===== config.mk =====
export PLATFORM = sky130hd
export DESIGN_NAME = instruction_fetch_stage
export DESIGN_NICKNAME = d
export VERILOG_FILES = /design/src/rtl/instruction_fetch_stage.sv
export SDC_FILE = /design/constraint.sdc
export NUM_CORES = 1
export LEC_CHECK = 0
export ABC_AREA = 0
export BUFFER_PORTS_ARGS = -buffer_cell sky130_fd_sc_hd__buf_2
export CORE_MARGIN = 2
export CORE_UTILIZATION = 54
export CTS_BUF_LIST = sky130_fd_sc_hd__clkbuf_4
export DETAILED_ROUTE_END_ITERATION = 8
export GPL_TIMING_DRIVEN = 0
export PLACE_DENSITY = 0.93
export SETUP_SLACK_MARGIN = 0.1
export SLEW_MARGIN = 20
export SYNTH_ARGS = -nofsm -noshare
export SYNTH_HDL_FRONTEND = slang
export SYNTH_SLANG_ARGS = --single-unit

===== constraint.sdc =====
create_clock -name Clk -period 3.4 [get_ports Clk]
set_input_delay 0.51 -clock Clk [delete_from_list [all_inputs] [get_ports Clk]]
set_output_delay 0.51 -clock Clk [all_outputs]
set_load 0.01 [all_outputs]

===== src/rtl/instruction_fetch_stage.sv =====
// instruction_fetch_stage
// Front end of the five-stage pipeline: owns the fetch PC, presents it to the
// combinational instruction memory and captures the returned word together
// with its PC+4 into the IF/ID register. Honours stall from hazard detection
// and redirect/flush from branch resolution.
//
// Optional feature macro: IFETCH_FAULT_CHECK_EN
//   defined   -> misaligned redirects and out-of-range fetches raise a sticky
//                FetchFault and park the stage in HALT until reset.
//   undefined -> FetchFault is constant 0, misaligned redirect bits are
//                cleared and out-of-range fetches proceed normally.

module instruction_fetch_stage #(
    parameter logic [31:0] PC_RESET   = 32'h0000_0000,
    parameter int unsigned IMEM_WORDS = 128,
    parameter logic [31:0] NOP_WORD   = 32'h0000_0000
) (
    input  logic        Clk,
    input  logic        Rst,
    input  logic        Stall,
    input  logic        Flush,
    input  logic        RedirectEn,
    input  logic [31:0] RedirectPC,
    output logic [31:0] ImemAddress,
    input  logic [31:0] ImemInstruction,
    output logic [31:0] PC,
    output logic [31:0] IF_ID_Instr,
    output logic [31:0] IF_ID_PCPlus4,
    output logic        IF_ID_Valid,
    output logic        FetchFault
);

    typedef enum logic [1:0] {
        ST_BOOT = 2'b00,
        ST_RUN  = 2'b01,
        ST_HALT = 2'b10
    } fetch_state_e;

    // One past the last valid byte address; 33 bits so the product cannot wrap.
    localparam logic [32:0] IMEM_BYTES = 33'(IMEM_WORDS) * 33'd4;

    fetch_state_e state_q, state_d;
    logic [31:0]  pc_q, pc_d;
    logic [31:0]  instr_q, instr_d;
    logic [31:0]  pcplus4_q, pcplus4_d;
    logic         valid_q, valid_d;
    logic         fault_q, fault_d;

    logic [31:0]  pc_plus4_s;
    logic         redirect_misaligned_s;
    logic         pc_out_of_range_s;

    assign pc_plus4_s            = pc_q + 32'd4;
    assign redirect_misaligned_s = RedirectEn & (RedirectPC[1:0] != 2'b00);
    assign pc_out_of_range_s     = ({1'b0, pc_q} >= IMEM_BYTES);

    assign ImemAddress   = {pc_q[31:2], 2'b00};
    assign PC            = pc_q;
    assign IF_ID_Instr   = instr_q;
    assign IF_ID_PCPlus4 = pcplus4_q;
    assign IF_ID_Valid   = valid_q;
    assign FetchFault    = fault_q;

    // Next-state logic: sequencing, PC update and IF/ID capture/squash.
    always_comb begin
        state_d   = state_q;
        pc_d      = pc_q;
        instr_d   = instr_q;
        pcplus4_d = pcplus4_q;
        valid_d   = valid_q;
`ifdef IFETCH_FAULT_CHECK_EN
        fault_d   = fault_q;
`else
        // fault_q never leaves zero in this build, so this term folds to 0.
        fault_d   = fault_q & (redirect_misaligned_s | pc_out_of_range_s);
`endif

        case (state_q)
            ST_BOOT: begin
                // Single settling cycle: nothing captured, PC held.
                state_d = ST_RUN;
                instr_d = NOP_WORD;
                valid_d = 1'b0;
            end

            ST_RUN: begin
                if (RedirectEn) begin
`ifdef IFETCH_FAULT_CHECK_EN
                    if (redirect_misaligned_s) begin
                        // Misaligned target: freeze PC and park in HALT.
                        fault_d = 1'b1;
                        state_d = ST_HALT;
                    end else begin
                        pc_d = {RedirectPC[31:2], 2'b00};
                    end
`else
                    pc_d = {RedirectPC[31:2], 2'b00};
`endif
                    instr_d = NOP_WORD;
                    valid_d = 1'b0;
                end else if (Stall) begin
                    // Hold PC and IF/ID; only a flush may squash the latch.
                    if (Flush) begin
                        instr_d = NOP_WORD;
                        valid_d = 1'b0;
                    end else begin
                        instr_d = instr_q;
                    end
                end else begin
`ifdef IFETCH_FAULT_CHECK_EN
                    if (pc_out_of_range_s) begin
                        // Do not capture the word from outside the memory.
                        fault_d = 1'b1;
                        state_d = ST_HALT;
                        instr_d = NOP_WORD;
                        valid_d = 1'b0;
                    end else begin
                        pc_d      = pc_plus4_s;
                        instr_d   = ImemInstruction;
                        pcplus4_d = pc_plus4_s;
                        valid_d   = 1'b1;
                    end
`else
                    pc_d      = pc_plus4_s;
                    instr_d   = ImemInstruction;
                    pcplus4_d = pc_plus4_s;
                    valid_d   = 1'b1;
`endif
                    if (Flush) begin
                        instr_d = NOP_WORD;
                        valid_d = 1'b0;
                    end else begin
                        valid_d = valid_d;
                    end
                end
            end

            ST_HALT: begin
                // Frozen until reset; IF/ID presents a bubble.
                instr_d = NOP_WORD;
                valid_d = 1'b0;
            end

            default: begin
                state_d = ST_BOOT;
                instr_d = NOP_WORD;
                valid_d = 1'b0;
            end
        endcase
    end

    // State and pipeline registers with synchronous reset taking priority.
    always_ff @(posedge Clk) begin
        if (Rst) begin
            state_q   <= ST_BOOT;
            pc_q      <= PC_RESET;
            instr_q   <= NOP_WORD;
            pcplus4_q <= 32'h0000_0000;
            valid_q   <= 1'b0;
            fault_q   <= 1'b0;
        end else begin
            state_q   <= state_d;
            pc_q      <= pc_d;
            instr_q   <= instr_d;
            pcplus4_q <= pcplus4_d;
            valid_q   <= valid_d;
            fault_q   <= fault_d;
        end
    end

endmodule

==> impl_metrics.json <==
{
  "period_share_pct": 72.8,
  "clockBufferDepth": 2,
  "h-tree-depth": 3,
  "startpoint": "PC[3]",
  "r2r_start": "PC[3]",
  "critPathLaunchType": "register",
  "seqCellArea_sq_um": 1900,
  "power_mw": 2.20,
  "async_reset_ff_share_pct": 0,
  "synth_fa_ha_area_share_pct": 0.519,
  "remaining_drc_errors": 0,
  "synth_warnings": 0,
  "place_area_sq_um": 5920,
  "nFillCells": 724,
  "switching_power_mw": 0.706,
  "clk_pin_slew_ns": 0.16,
  "synth_top_area_share_pct": 39.5,
  "layout-drive-gt1-share_pct": 33.7,
  "final_cells": 898,
  "status": "finished clean",
  "cts_root_buffer": "clkbuf_4",
  "multi_input_area_sq_um": 2420,
  "synth_top_family_by_area": "simple AND/OR/NAND/NOR gates",
  "drtAntennaViolNets": 0,
  "first_iter_violations": 472,
  "ys_ff_latch": 95,
  "final_util_pct": 69.7,
  "synth_compound_area_share_pct": 16.7,
  "drt_wl_total_um": 15800,
  "r2r-end": "PC[26]",
  "relSlewSlack_pct": 44.2,
  "synth_area_sq_um": 4820,
  "vias": 5165,
  "pre_cts_ws_ns": 0.876,
  "io_pins": 199,
  "dieArea_sq_um": 9700,
  "antenna_found_initial": 0,
  "p_int_mw": 1.50,
  "synthFlopType": "dfxtp_1",
  "dp.cells": 882,
  "via_per_inst": 5.75,
  "syn_inst": 580,
  "syn_area_per_cell_sq_um": 8.31,
  "fin_skew_ns": 0.0200,
  "tritoncts": "yes",
  "synth_edf_count": 0,
  "hold_class": "input port to register",
  "finalNetCount": 856,
  "grt_max_degree": 19,
  "worst_slack_ns": 0.926,
  "min_period_ns": 2.47,
  "drv_slew": 0,
  "io_buffers": 189,
  "core_area_sq_um": 8680,
  "stdcell_area_sq_um": 6050,
  "end_kind": "register",
  "clock.fmax_ghz": 0.404,
  "cts_resized": 0,
  "arrival_ns": 2.84,
  "yosysSeqAreaShare_pct": 39.5,
  "grtUsageTotal_pct": 31.6,
  "setup.worst_path.end": "PC[26]",
  "power.share.combinational_pct": 18.6,
  "initial_core_util_pct": 55.5,
  "drt-wirelength-per-cell_um": 17.6,
  "max_cap_violations": 0,
  "cts_hold_buf": 0,
  "clock_sinks": 95,
  "ff2ff_path_depth": 6,
  "yosys.area.top_type": "dfxtp_1",
  "ir_worst_vdd_mv": 0.253,
  "ys_types": 57,
  "synthMuxAreaShare_pct": 8.13,
  "holdWs_ns": 0.273,
  "tightestPinTransition_ns": 0.835,
  "rows": 34,
  "hold_violations": 0,
  "p_leak_nw": 2.90,
  "die_y_um": 98.5,
  "synthTopCellsByCount": "95 x dfxtp_1, 72 x nor2_1, 43 x nand2_1",
  "synth-xor-area-share_pct": 4.54,
  "fp.dieW_um": 98.5,
  "area_growth_pct": 25.5,
  "cts_buffers": 9,
  "crit_required_ns": 3.76,
  "clockPowerShare_pct": 27.1,
  "power.density_nw_per_um2": 364,
  "reg2reg_slack_ns": 0.93,
  "grt_pass1_wl_um": 24400,
  "diodes": 0,
  "grt_setup_unrepaired": "no",
  "worstPathMaxFanout": 9,
  "dp_hpwl_um": 11900,
  "p_sw_share_pct": 32.0,
  "gp_congestion": 0.953,
  "synth_most_common_cell": "dfxtp_1",
  "p_seq_share_pct": 54.2,
  "grt_pass1_vias": 4874,
  "tns_ns": 0,
  "dr.pass1.iters": 5,
  "postCtsSetupBuffers": 0,
  "synth-simple-area-share_pct": 20.0,
  "synth_area_leaders": "dfxtp_1 39%, mux2i_1 7.9%, buf_4 5.9%, nor2_1 5.6%, a21oi_1 3.9%",
  "setup_viol": 0,
  "grt_overflow": 0,
  "critPathKind": "register to register",
  "clock_latency_ns": 0.46
}
routing by layer:
layer / global-route usage (%) / vias to the layer above / wire length [um]
met5: 0 / - / 0
met4: 14.9 / 0 / 567
met3: 7.09 / 47 / 1660
met2: 52.1 / 330 / 7490
met1: 39.3 / 2386 / 6110
li1: - / 2402 / -
cells by family (layout without fill, tap and decap cells):
logic type / Yosys count / in the layout
AND/OR/NAND/NOR: 195 / 195
AO/OA/AOI/OAI: 129 / 129
flip-flops: 95 / 95
buffers and inverters: 94 / 299
multiplexers: 39 / 39
XOR/XNOR: 25 / 25
adder cells (fa/ha/maj): 2 / 2
other: 1 / 6
power groups by stage:
stage / logic [mW] / registers [mW] / clock network (mW)
2_1_floorplan: 0.228 / 1.23 / 0
3_3_place_gp: 0.394 / 1.22 / 0
3_5_place_dp: 0.404 / 1.22 / 0
4_1_cts: 0.406 / 1.20 / 0.598
5_1_grt: 0.443 / 1.20 / 0.644
6_report: 0.411 / 1.20 / 0.598
cell type report:
| class | count | area share (%) |
|---|---|---|
| Sequential cell | 95 | 31.4 |
| Tap cell | 108 | 2.23 |
| Inverter | 8 | 0.496 |
| Multi-Input combinational cell | 396 | 40.1 |
| Clock inverter | 7 | 1.05 |
| Buffer | 86 | 7.96 |
| Timing Repair Buffer | 189 | 15.6 |
| Clock buffer | 9 | 1.12 |
worst min-delay path by stage:
stage | cells after the start | slack [ns] | endpoint | from
6_report | 3 | 0.27 | IF_ID_Instr[17] | ImemInstruction[17]
5_1_grt | 3 | 0.25 | IF_ID_Instr[26] | ImemInstruction[26]
4_1_cts | 3 | 0.26 | IF_ID_Instr[26] | ImemInstruction[26]
3_5_place_dp | 2 | 0.44 | IF_ID_Valid | IF_ID_Valid
3_3_place_gp | 2 | 0.43 | IF_ID_Valid | IF_ID_Valid
2_1_floorplan | 2 | 0.47 | IF_ID_Valid | IF_ID_Valid
cell usage in the layout (no fill, tap or decap), drive strengths merged, types with 12 or more instances in the layout:
cell / count
clkbuf: 42
nand2: 43
dfxtp: 95
nand3: 19
nor2: 72
a211oi: 12
buf: 242
xnor2: 14
o21ai: 34
a21oi: 38
mux2i: 38
critical path, cell delays in order (launching register included):
cell and delay [ns]:
dfxtp_1 0.55, ha_1 0.31, and3_1 0.32, nand4_2 0.22
nor4_1 0.58, nor4b_1 0.12, a211o_1 0.29
state kept, by name, indices dropped and copies added (netlist names):
| register | count |
|---|---|
| IF_ID_Instr | 32 |
| IF_ID_PCPlus4 | 30 |
| PC | 30 |
| FetchFault | 1 |
| IF_ID_Valid | 1 |
| state_q | 1 |
Note: power is estimated with default switching activity, not from simulation.
